$ cat config.mk
export PLATFORM = sky130hd
export DESIGN_NAME = window_apply_sequencer_flat
export DESIGN_NICKNAME = d
export VERILOG_FILES = /design/src/rtl/window_apply_sequencer_if.sv /design/src/rtl/window_apply_sequencer.sv /design/src/flat_wrapper.sv
export SDC_FILE = /design/constraint.sdc
export NUM_CORES = 1
export LEC_CHECK = 0
export BUFFER_PORTS_ARGS = -buffer_cell sky130_fd_sc_hd__buf_2
export CAP_MARGIN = 10
export CORE_MARGIN = 3
export CORE_UTILIZATION = 60
export CTS_CLUSTER_SIZE = 16
export DETAILED_ROUTE_END_ITERATION = 12
export PLACE_DENSITY_LB_ADDON = 0.12
export SYNTH_ARGS = -nofsm -noshare
export SYNTH_HDL_FRONTEND = slang
export SYNTH_SLANG_ARGS = --single-unit
$ cat constraint.sdc
create_clock -name clk -period 15 [get_ports clk]
set_input_delay 1.5 -clock clk [delete_from_list [all_inputs] [get_ports clk]]
set_output_delay 1.5 -clock clk [all_outputs]
set_load 0.03 [all_outputs]
$ cat src/rtl/window_apply_sequencer_if.sv
// rtl/window_apply_sequencer_if.sv - sample stream, windowed output stream and generator request bundle
interface window_apply_sequencer_if #(
  parameter int DW = 16
);
  logic                 s_valid;
  logic                 s_ready;
  logic signed [DW-1:0] s_data;
  logic                 m_valid;
  logic                 m_ready;
  logic signed [DW-1:0] m_data;
  logic                 m_last;
  logic                 gen_en;
  logic [3:0]           gen_win_type;
  logic [15:0]          gen_n;
  logic [7:0]           gen_lgn;
  logic [15:0]          gen_i;
  logic                 gen_busy;
  logic signed [15:0]   gen_win;

  modport master (
    input  s_valid, s_data, m_ready, gen_busy, gen_win,
    output s_ready, m_valid, m_data, m_last, gen_en, gen_win_type, gen_n, gen_lgn, gen_i
  );

  modport slave (
    output s_valid, s_data, m_ready, gen_busy, gen_win,
    input  s_ready, m_valid, m_data, m_last, gen_en, gen_win_type, gen_n, gen_lgn, gen_i
  );
endinterface

$ cat src/rtl/window_apply_sequencer.sv
// rtl/window_apply_sequencer.sv - per-frame window coefficient fetch and sample multiply sequencer
// Optional generator timeout watchdog enabled by WINSEQ_TIMEOUT_EN.
module window_apply_sequencer #(
  parameter int EN_HOLD = 2,
  parameter int TIMEOUT = 64,
  parameter int DW      = 16
) (
  input  logic                    clk,
  input  logic                    rst_n,
  input  logic                    start,
  input  logic                    abort,
  input  logic [3:0]              win_type_in,
  input  logic [7:0]              lgn_in,
  output logic                    busy,
  output logic                    frame_done,
  output logic                    err,
  window_apply_sequencer_if.master bus
);

  typedef enum logic [2:0] {
    IDLE, EN_HI, WAIT_RISE, WAIT_FALL, GET_S, MUL, OUT, DONE
  } state_t;

  localparam int CNT_MAX = (EN_HOLD > TIMEOUT) ? EN_HOLD : TIMEOUT;
  localparam int CW      = $clog2(CNT_MAX + 1);
  localparam logic signed [2*DW-1:0] PMAX = {{(DW+1){1'b0}}, {(DW-1){1'b1}}};
  localparam logic signed [2*DW-1:0] PMIN = ~PMAX;

  state_t               state, state_nxt;
  logic [CW-1:0]        cnt;
  logic [15:0]          gen_i_q;
  logic [3:0]           type_q;
  logic [7:0]           lgn_q;
  logic signed [15:0]   coef;
  logic signed [DW-1:0] s_q;
  logic signed [DW-1:0] m_data_q;
  logic signed [2*DW-1:0] prod, shr;
  logic signed [DW-1:0] sat;
  logic                 lgn_ok, last, to_hit, counting;
  logic [15:0]          n_val;

  assign lgn_ok   = (lgn_in != 8'd0) && (lgn_in <= 8'd15);
  assign n_val    = (lgn_q == 8'd0) ? 16'd0 : (16'd1 << lgn_q);
  assign last     = (gen_i_q == (n_val - 16'd1));
  assign counting = (state == EN_HI) || (state == WAIT_RISE) || (state == WAIT_FALL);

`ifdef WINSEQ_TIMEOUT_EN
  assign to_hit = ((state == WAIT_RISE) || (state == WAIT_FALL)) && (cnt == CW'(TIMEOUT - 1));
`else
  assign to_hit = 1'b0;
`endif

  // Q8 coefficient: drop 8 fraction bits, then clamp instead of wrapping
  always_comb begin
    prod = (2*DW)'(s_q) * (2*DW)'(coef);
    shr  = prod >>> 8;
    if (shr > PMAX)      sat = PMAX[DW-1:0];
    else if (shr < PMIN) sat = PMIN[DW-1:0];
    else                 sat = shr[DW-1:0];
  end

  always_comb begin
    state_nxt = state;
    if (abort) begin
      state_nxt = IDLE;
    end else begin
      case (state)
        IDLE:      if (start && lgn_ok) state_nxt = EN_HI;
        EN_HI:     if (cnt == CW'(EN_HOLD - 1)) state_nxt = WAIT_RISE;
        WAIT_RISE: if (bus.gen_busy) state_nxt = WAIT_FALL;
                   else if (to_hit)  state_nxt = IDLE;
        WAIT_FALL: if (!bus.gen_busy) state_nxt = GET_S;
                   else if (to_hit)   state_nxt = IDLE;
        GET_S:     if (bus.s_valid) state_nxt = MUL;
        MUL:       state_nxt = OUT;
        OUT:       if (bus.m_ready) state_nxt = last ? DONE : EN_HI;
        DONE:      state_nxt = IDLE;
        default:   state_nxt = IDLE;
      endcase
    end
  end

  always_ff @(posedge clk or negedge rst_n) begin
    if (!rst_n) begin
      state    <= IDLE;
      cnt      <= '0;
      gen_i_q  <= '0;
      type_q   <= '0;
      lgn_q    <= '0;
      coef     <= '0;
      s_q      <= '0;
      m_data_q <= '0;
      err      <= 1'b0;
    end else begin
      state <= state_nxt;
      // counter restarts on every state entry so each wait gets a full budget
      if (!counting || (state_nxt != state)) cnt <= '0;
      else                                   cnt <= cnt + 1'b1;
      if ((state == IDLE) && start && !abort) begin
        if (lgn_ok) begin
          type_q <= win_type_in;
          lgn_q  <= lgn_in;
          err    <= 1'b0;
        end else begin
          err    <= 1'b1;
        end
      end
      if (to_hit) err <= 1'b1;
      if ((state == WAIT_FALL) && !bus.gen_busy) coef <= bus.gen_win;
      if ((state == GET_S) && bus.s_valid) s_q <= bus.s_data;
      if (state == MUL) m_data_q <= sat;
      if (state_nxt == IDLE)
        gen_i_q <= '0;
      else if ((state == OUT) && bus.m_ready && !last)
        gen_i_q <= gen_i_q + 16'd1;
    end
  end

  assign busy             = (state != IDLE);
  assign frame_done       = (state == DONE);
  assign bus.gen_en       = (state == EN_HI);
  assign bus.s_ready      = (state == GET_S);
  assign bus.m_valid      = (state == OUT);
  assign bus.m_last       = (state == OUT) && last;
  assign bus.m_data       = m_data_q;
  assign bus.gen_win_type = type_q;
  assign bus.gen_lgn      = lgn_q;
  assign bus.gen_n        = n_val;
  assign bus.gen_i        = gen_i_q;

endmodule

$ cat src/flat_wrapper.sv
// flat-port wrapper written by rule: the top's interface ports become plain ports
module window_apply_sequencer_flat 
#(
  parameter int EN_HOLD = 2,
  parameter int TIMEOUT = 64,
  parameter int DW      = 16
)
  (clk, rst_n, start, abort, win_type_in, lgn_in, busy, frame_done, err, bus_s_valid, bus_s_data, bus_m_ready, bus_gen_busy, bus_gen_win, bus_s_ready, bus_m_valid, bus_m_data, bus_m_last, bus_gen_en, bus_gen_win_type, bus_gen_n, bus_gen_lgn, bus_gen_i);
  window_apply_sequencer_if #(.DW(DW)) bus_i ();
  input  logic clk;
  input  logic rst_n;
  input  logic start;
  input  logic abort;
  input  logic [3:0] win_type_in;
  input  logic [7:0] lgn_in;
  output logic busy;
  output logic frame_done;
  output logic err;
  input wire logic [$bits(bus_i.s_valid)-1:0] bus_s_valid;
  input wire logic [$bits(bus_i.s_data)-1:0] bus_s_data;
  input wire logic [$bits(bus_i.m_ready)-1:0] bus_m_ready;
  input wire logic [$bits(bus_i.gen_busy)-1:0] bus_gen_busy;
  input wire logic [$bits(bus_i.gen_win)-1:0] bus_gen_win;
  output wire logic [$bits(bus_i.s_ready)-1:0] bus_s_ready;
  output wire logic [$bits(bus_i.m_valid)-1:0] bus_m_valid;
  output wire logic [$bits(bus_i.m_data)-1:0] bus_m_data;
  output wire logic [$bits(bus_i.m_last)-1:0] bus_m_last;
  output wire logic [$bits(bus_i.gen_en)-1:0] bus_gen_en;
  output wire logic [$bits(bus_i.gen_win_type)-1:0] bus_gen_win_type;
  output wire logic [$bits(bus_i.gen_n)-1:0] bus_gen_n;
  output wire logic [$bits(bus_i.gen_lgn)-1:0] bus_gen_lgn;
  output wire logic [$bits(bus_i.gen_i)-1:0] bus_gen_i;
  assign bus_i.s_valid = bus_s_valid;
  assign bus_i.s_data = bus_s_data;
  assign bus_i.m_ready = bus_m_ready;
  assign bus_i.gen_busy = bus_gen_busy;
  assign bus_i.gen_win = bus_gen_win;
  assign bus_s_ready = bus_i.s_ready;
  assign bus_m_valid = bus_i.m_valid;
  assign bus_m_data = bus_i.m_data;
  assign bus_m_last = bus_i.m_last;
  assign bus_gen_en = bus_i.gen_en;
  assign bus_gen_win_type = bus_i.gen_win_type;
  assign bus_gen_n = bus_i.gen_n;
  assign bus_gen_lgn = bus_i.gen_lgn;
  assign bus_gen_i = bus_i.gen_i;
  window_apply_sequencer #(.EN_HOLD(EN_HOLD), .TIMEOUT(TIMEOUT), .DW(DW)) u_core (.clk(clk), .rst_n(rst_n), .start(start), .abort(abort), .win_type_in(win_type_in), .lgn_in(lgn_in), .busy(busy), .frame_done(frame_done), .err(err), .bus(bus_i));
endmodule
==> flow_metrics.tcl, run 1 <==
set metrics [dict create \
    r2r_cells 24 \
    grt_pass1_wl_um 59000 \
    max_stage_delay_ns 0.90 \
    worst-r2r-setup-slack_ns 6.60 \
    ys_seq_elements 87 \
    dieArea_mm2 0.0257 \
    postCtsSetupBuffers 0 \
    ctsResizeCount 0 \
    synth_area_leaders "fa_1 (37%), dfrtp_1 (15%), inv_1 (8.2%), ha_1 (7.3%), and2_1 (5.6%)" \
    cts_tree "yes" \
    fin_crit_sh 0.560 \
    yosysWarnings 0 \
    met2_length_um 16600 \
    fin_nets 2026 \
    rsz0062_at_grt "false" \
    core_mm2 0.0230 \
    slew_headroom 0.220 \
    wl_met3_um 2340 \
    crit_start "u_core.coef[2]" \
    endpoint_kind "flop" \
    critPathKind "flop to flop" \
    synth_compound_area_frac 0.0701 \
    synthXorXnorAreaFrac 0.0374 \
    synth.largest_area_cell "fa_1" \
    wirelength_um 34700 \
    n_antenna_cell 0 \
    cts_root_buf "clkbuf_16" \
    synthFlopType "dfrtp_1" \
    clk_path_buf_depth 2 \
    worstPathArrival_ns 8.67 \
    first_pass_iters 5 \
    ys_seq_area_frac 0.153 \
    hold_viol_final 0 \
    final-seq-area_mm2 0.00218 \
    nFillCells 1946 \
    postCtsHoldBufs 0 \
    worstMarginPinSlew_ns 1.17 \
    startpoint_type "flop" \
    synthAdderAreaFrac 0.439 \
    dr.first_iter.drc_count 629 \
    io_buffers 116 \
    clk_pin_slew_ns 0.08 \
    cellLeakagePower_nw 7.88 \
    r2r_end "u_core.bus.m_data[10]" \
    multiInputGateArea_mm2 0.0106 \
    min_path_type "flop to flop" \
    avgSynthCellArea_um2 9.09 \
    grt_usage 0.288 \
    synth_top_family_by_area "adder cells" \
    antenna_found_initial 0 \
    period_needed_ns 8.40 \
    ant_nets 0 \
    timing.fmax_mhz 119 \
    clk_latency_ns 0.36 \
    area_growth_pct 7.31 \
    finalCoreUtilization 0.666 \
    drv_slew 0 \
    routedWlPerCell_um 17.8 \
    dp_hpwl_um 27800 \
    vias 10727 \
    async_flop_share 1.00 \
    final.setup.tns_ns 0 \
    setup_viol 0 \
    fin_skew_ns 0.0178 \
    r2r_start "u_core.coef[2]" \
    cts.sinks 87 \
    status "finished, final reports clean" \
    drive_above_1_share 0.114 \
    wl_met1_um 15200 \
    synth.distinct_cells 63 \
    drv_cap 0 \
    initial_utilization 0.621 \
    synth_top_area_frac 0.366 \
    mostFrequentLayoutCells "inv_1 (313), fa_1 (261), nand2_1 (180), and2_1 (127), buf_2 (115)" \
    synth_nets 1964 \
    viasPerCell 5.50 \
    highest_layer "met4" \
    fp.dieH_um 160 \
    syn-cell-area_mm2 0.0143 \
    grt_pass1_vias 11201 \
    row_count 55 \
    overflow 0 \
    drc 0 \
    synth_edf_count 0 \
    gp_congestion 0.891 \
    htreeDepth 3 \
    peakVddDrop_uv 93.4 \
    critPathMaxFanout 17 \
    numCtsBuffers 9 \
    slowest_stage "fa_1" \
    die_w_um 160 \
    setup.worst_path.end "u_core.bus.m_data[10]" \
    yosys.area_share.simple 0.170 \
    num_io_pins 118 \
    grt_max_degree 50 \
    crit_chain "and2_1, inv_1, fa_1, inv_1, fa_1, inv_1, fa_1, fa_1, inv_1, fa_1, inv_1, fa_1, inv_1, ha_1, o21a_1, nor2_1, nor3_1, o31ai_1, and3_1, o31ai_2, a31oi_1, xnor2_1, o22ai_1, a21oi_1" \
    power_density_mw_per_mm2 77.9 \
    syn_inst 1569 \
    synthMuxAreaShare 0.0281 \
    crit_required_ns 15.26 \
    layout_commonest_cell "inv_1" \
]
-- registers in the layout, indices dropped and copies added (netlist names) --
| register | cells |
|---|---|
| u_core.bus.gen_i | 16 |
| u_core.s_q | 16 |
| u_core.bus.gen_win_type | 4 |
| u_core.cnt | 7 |
| u_core.bus.gen_lgn | 8 |
| u_core.coef | 16 |
| u_core.bus.m_data | 16 |
| u_core.state | 3 |
| u_core.err | 1 |
-- per-stage QoR --
step	setup slack [ns]	instances	total power [mW]	area [µm²]	hold slack, ns
detailed placement	6.71	1933	0.953	15000	0.456
finish	6.60	1949	1.19	15300	0.480
CTS	6.62	1949	1.19	15300	0.473
global route	5.90	1949	1.30	15300	0.493
global placement	6.80	1932	0.949	15000	0.455
floorplan	8.01	1569	0.780	14300	0.481
-- final cells by class --
type                       count  area share
multi-input combinational   1099       0.695
sequential                    87       0.142
inverter                     313      0.0767
timing repair buffer         121      0.0405
tap                          313      0.0256
clock buffer                   9      0.0147
clock inverter                 7     0.00507
-- cells in the mapped netlist, types with 4 or more instances --
cell type  instances
nand4_1            4
fa_1             261
nand2_1          180
nand2b_1           6
o31ai_1            5
mux2i_1            4
a211oi_1           7
nor4_1             9
xnor2_1           48
nor3_1            23
and3_1            12
a21o_1            12
buf_2              4
xor2_1            13
or3_1              6
and2_1           127
or2_2              6
clkbuf_1          60
o21ai_0           39
a21oi_1           42
o21a_1             4
inv_1            313
o22ai_1            6
nand3_1           21
ha_1              83
a31oi_1            5
mux2_2            32
dfrtp_1           87
nor2_1            93
-- critical path: cells and delay by family (launching register included) --
kind / cells / cell delay (ns)
flops: 1 / 0.73
simple gates: 4 / 0.79
fa+ha+maj: 7 / 3.76
xor+xnor: 1 / 0.87
compound gates: 6 / 1.66
buf+inv: 6 / 0.46
-- metal layers --
layer	track usage	up-vias
met5	0	-
met4	0.0493	0
met3	0.0527	40
met2	0.464	345
met1	0.417	5403
li1	-	4939
-- report_power, final --
| group | internal, mW | switching [mW] | leakage (nW) |
|---|---|---|---|
| Sequential | 0.245 | 0.0449 | 1.17 |
| Combinational | 0.271 | 0.403 | 6.56 |
| Clock | 0.118 | 0.112 | 0.144 |
| Total | 0.634 | 0.559 | 7.88 |
-- cell families (layout without fill, tap and decap cells) --
family          count (synthesis)  in the layout
compound gates                155            155
buf+inv                       383            450
mux                            36             36
xor+xnor                       61             61
fa+ha+maj                     344            344
simple gates                  501            501
flops                          87             87
other cells                     2              2
-- worst min-delay path by stage --
stage,startpoint,to,slack (ns),cells after the start
2_1_floorplan,u_core.cnt[0],u_core.cnt[0],0.48,1
3_3_place_gp,u_core.bus.gen_win_type[2],u_core.bus.gen_win_type[2],0.45,2
3_5_place_dp,u_core.bus.gen_win_type[2],u_core.bus.gen_win_type[2],0.46,2
4_1_cts,u_core.bus.gen_win_type[2],u_core.bus.gen_win_type[2],0.47,2
5_1_grt,u_core.bus.gen_win_type[2],u_core.bus.gen_win_type[2],0.49,2
6_report,u_core.bus.gen_win_type[2],u_core.bus.gen_win_type[2],0.48,2
Power figures use the tool's default switching activity.
==> run 2, diff against run 1 <==
CORE_UTILIZATION = 57   (was 60)
clock period = 7.5 ns   (was 15 ns; I/O delays follow)
==> run 2 against run 1 <==
Power increased by 100%; sequential cell count unchanged; critical path depth decreased by 1; clock-buffer cell count increased by 1; clock skew decreased by 0.0024 ns; critical path type unchanged; highest routed layer is now met5.
==> flow_metrics.tcl, run 2 (synthesis gave the netlist of run 1 again) <==
set metrics [dict create \
    clk_latency_ns 0.36 \
    hold_viol_final 0 \
    mostFrequentLayoutCells "inv_1 (312), fa_1 (261), nand2_1 (180), and2_1 (127), buf_2 (115)" \
    fin_cells 1985 \
    initial_utilization 0.583 \
    grt_pass1_vias 11450 \
    r2r_end "u_core.bus.m_data[4]" \
    cts_root_buf "clkbuf_16" \
    row_count 57 \
    power_mw 2.39 \
    wirelength_um 36000 \
    ant_nets 0 \
    io_buffers 116 \
    first_pass_iters 5 \
    crit_chain "and2_1, fa_1, inv_1, fa_1, fa_1, inv_1, fa_1, fa_1, inv_1, fa_1, inv_1, ha_1, and2_1, a221o_1, a221oi_1, or3_1, and3_1, xnor2_1, a2111oi_1, nand4_1, o22ai_1, buf_4, a21oi_1" \
    power_frac_clock 0.189 \
    rsz0062_at_grt "false" \
    dr.first_iter.drc_count 854 \
    layout_commonest_cell "inv_1" \
    n_antenna_cell 0 \
    dp_hpwl_um 29600 \
    p_seq_frac 0.238 \
    critPathKind "flop to flop" \
    crit_required_ns 7.73 \
    r2r_cells 23 \
    timing.fmax_mhz 141 \
    min_path_type "primary input to async pin" \
    routedWlPerCell_um 18.1 \
    startpoint_type "flop" \
    core_mm2 0.0245 \
    critPathMaxFanout 17 \
    area_growth_pct 8.75 \
    p_int_mw 1.28 \
    vias 10847 \
    fp.dieH_um 164 \
    endpoint_kind "flop" \
    gp_congestion 0.893 \
    clk_pin_slew_ns 0.08 \
    clk_path_buf_depth 2 \
    overflow 0 \
    finalCoreUtilization 0.634 \
    sw_frac_of_total 0.465 \
    final.setup.tns_ns 0 \
    fin_nets 2051 \
    slew_headroom 0.233 \
    path_common_cell "fa_1" \
    r2r_start "u_core.coef[6]" \
    num_io_pins 118 \
    comb_power_share 0.574 \
    drv_slew 0 \
    status "finished, final reports clean" \
    peakVddDrop_uv 127 \
    worstMarginPinSlew_ns 1.15 \
    grt_pass1_wl_um 61000 \
    die_w_um 164 \
    cellLeakagePower_nw 7.97 \
    drc 0 \
    cts.sinks 87 \
    period_needed_ns 7.10 \
    htreeDepth 3 \
    worstPathArrival_ns 7.33 \
    grt_usage 0.289 \
    slowest_stage "fa_1" \
    fin_skew_ns 0.0154 \
    drive_above_1_share 0.139 \
    numCtsBuffers 9 \
    viasPerCell 5.46 \
    antenna_found_initial 1 \
    worst-r2r-setup-slack_ns 0.40 \
    cts_tree "yes" \
    power_density_mw_per_mm2 154 \
    dieArea_mm2 0.0270 \
    drv_cap 0 \
    fin_crit_sh 0.947 \
    place_inst 1967 \
    nFillCells 2060 \
    switching_power_mw 1.11 \
    setup_viol 0 \
    grt_max_degree 50 \
    max_stage_delay_ns 0.58 \
]
==> run 2: changes by cell type in the layout (fill, tap and decap cells not counted) <==
cell	delta
a2111oi_0	-1
inv_2	+1
a2111oi_1	+1
dfrtp_2	+20
clkinv_4	-1
clkbuf_1	+1
inv_1	-1
clkinv_8	-2
dfrtp_1	-20
buf_4	+25
clkinvlp_4	+2
==> run 2: stage by stage <==
step	cell area (µm²)	worst slack [ns]	hold slack, ns
2_1_floorplan	14300	0.511	0.454
3_3_place_gp	15200	0.407	0.455
3_5_place_dp	15200	0.180	0.457
4_1_cts	15500	0.143	0.381
5_1_grt	15500	0.0215	0.399
6_report	15500	0.397	0.350
==> run 2: how the worst max path moves through the flow <==
stage	start	endpoint	slack, ns	cells after the start
2_1_floorplan	u_core.s_q[15]	u_core.bus.m_data[10]	0.51	26
4_1_cts	u_core.coef[2]	u_core.bus.m_data[4]	0.14	23
3_5_place_dp	u_core.coef[2]	u_core.bus.m_data[4]	0.18	23
3_3_place_gp	u_core.coef[2]	u_core.bus.m_data[2]	0.41	23
6_report	u_core.coef[6]	u_core.bus.m_data[4]	0.40	23
5_1_grt	u_core.coef[6]	u_core.bus.m_data[12]	0.02	23
==> run 2: routing by layer <==
layer	part of all wire	global-route usage	routed length [µm]	up-vias
met5	0.00019	0	7	-
met4	0.019	0.0623	687	2
met3	0.058	0.0499	2070	46
met2	0.49	0.468	17500	312
met1	0.44	0.414	15700	5504
li1	-	-	-	4983
==> run 2: repair_timing <==
action	4_1_cts	5_1_grt
hold buffers	0	0
endpoints found under the setup margin	0	15
gates resized for setup	0	22
setup buffers	0	2
==> run 2: layout make-up <==
type	instances	area, µm²	area share
Tap cell	324	405	0.0261
Clock inverter	6	51.3	0.00331
Inverter	313	1170	0.0757
Timing Repair Buffer	146	808	0.0521
Sequential cell	87	2200	0.142
Multi-Input combinational cell	1099	10600	0.686
Clock buffer	10	229	0.0148
==> run 2: critical path, delay by kind of cell, from the launching register on <==
family	cells	cell delay, ns
xor+xnor	1	0.12
simple gates	5	1.03
compound gates	5	1.36
buf+inv	5	0.45
flops	1	0.54
fa+ha+maj	7	3.49
==> run 2: power groups by stage <==
stage	Combinational (mW)	Sequential, mW	Clock (mW)
final	1.37	0.568	0.451
after global routing	1.56	0.573	0.477
after CTS	1.37	0.564	0.458
after detailed placement	1.36	0.574	0
after global placement	1.34	0.572	0
after floorplan	1.01	0.547	0
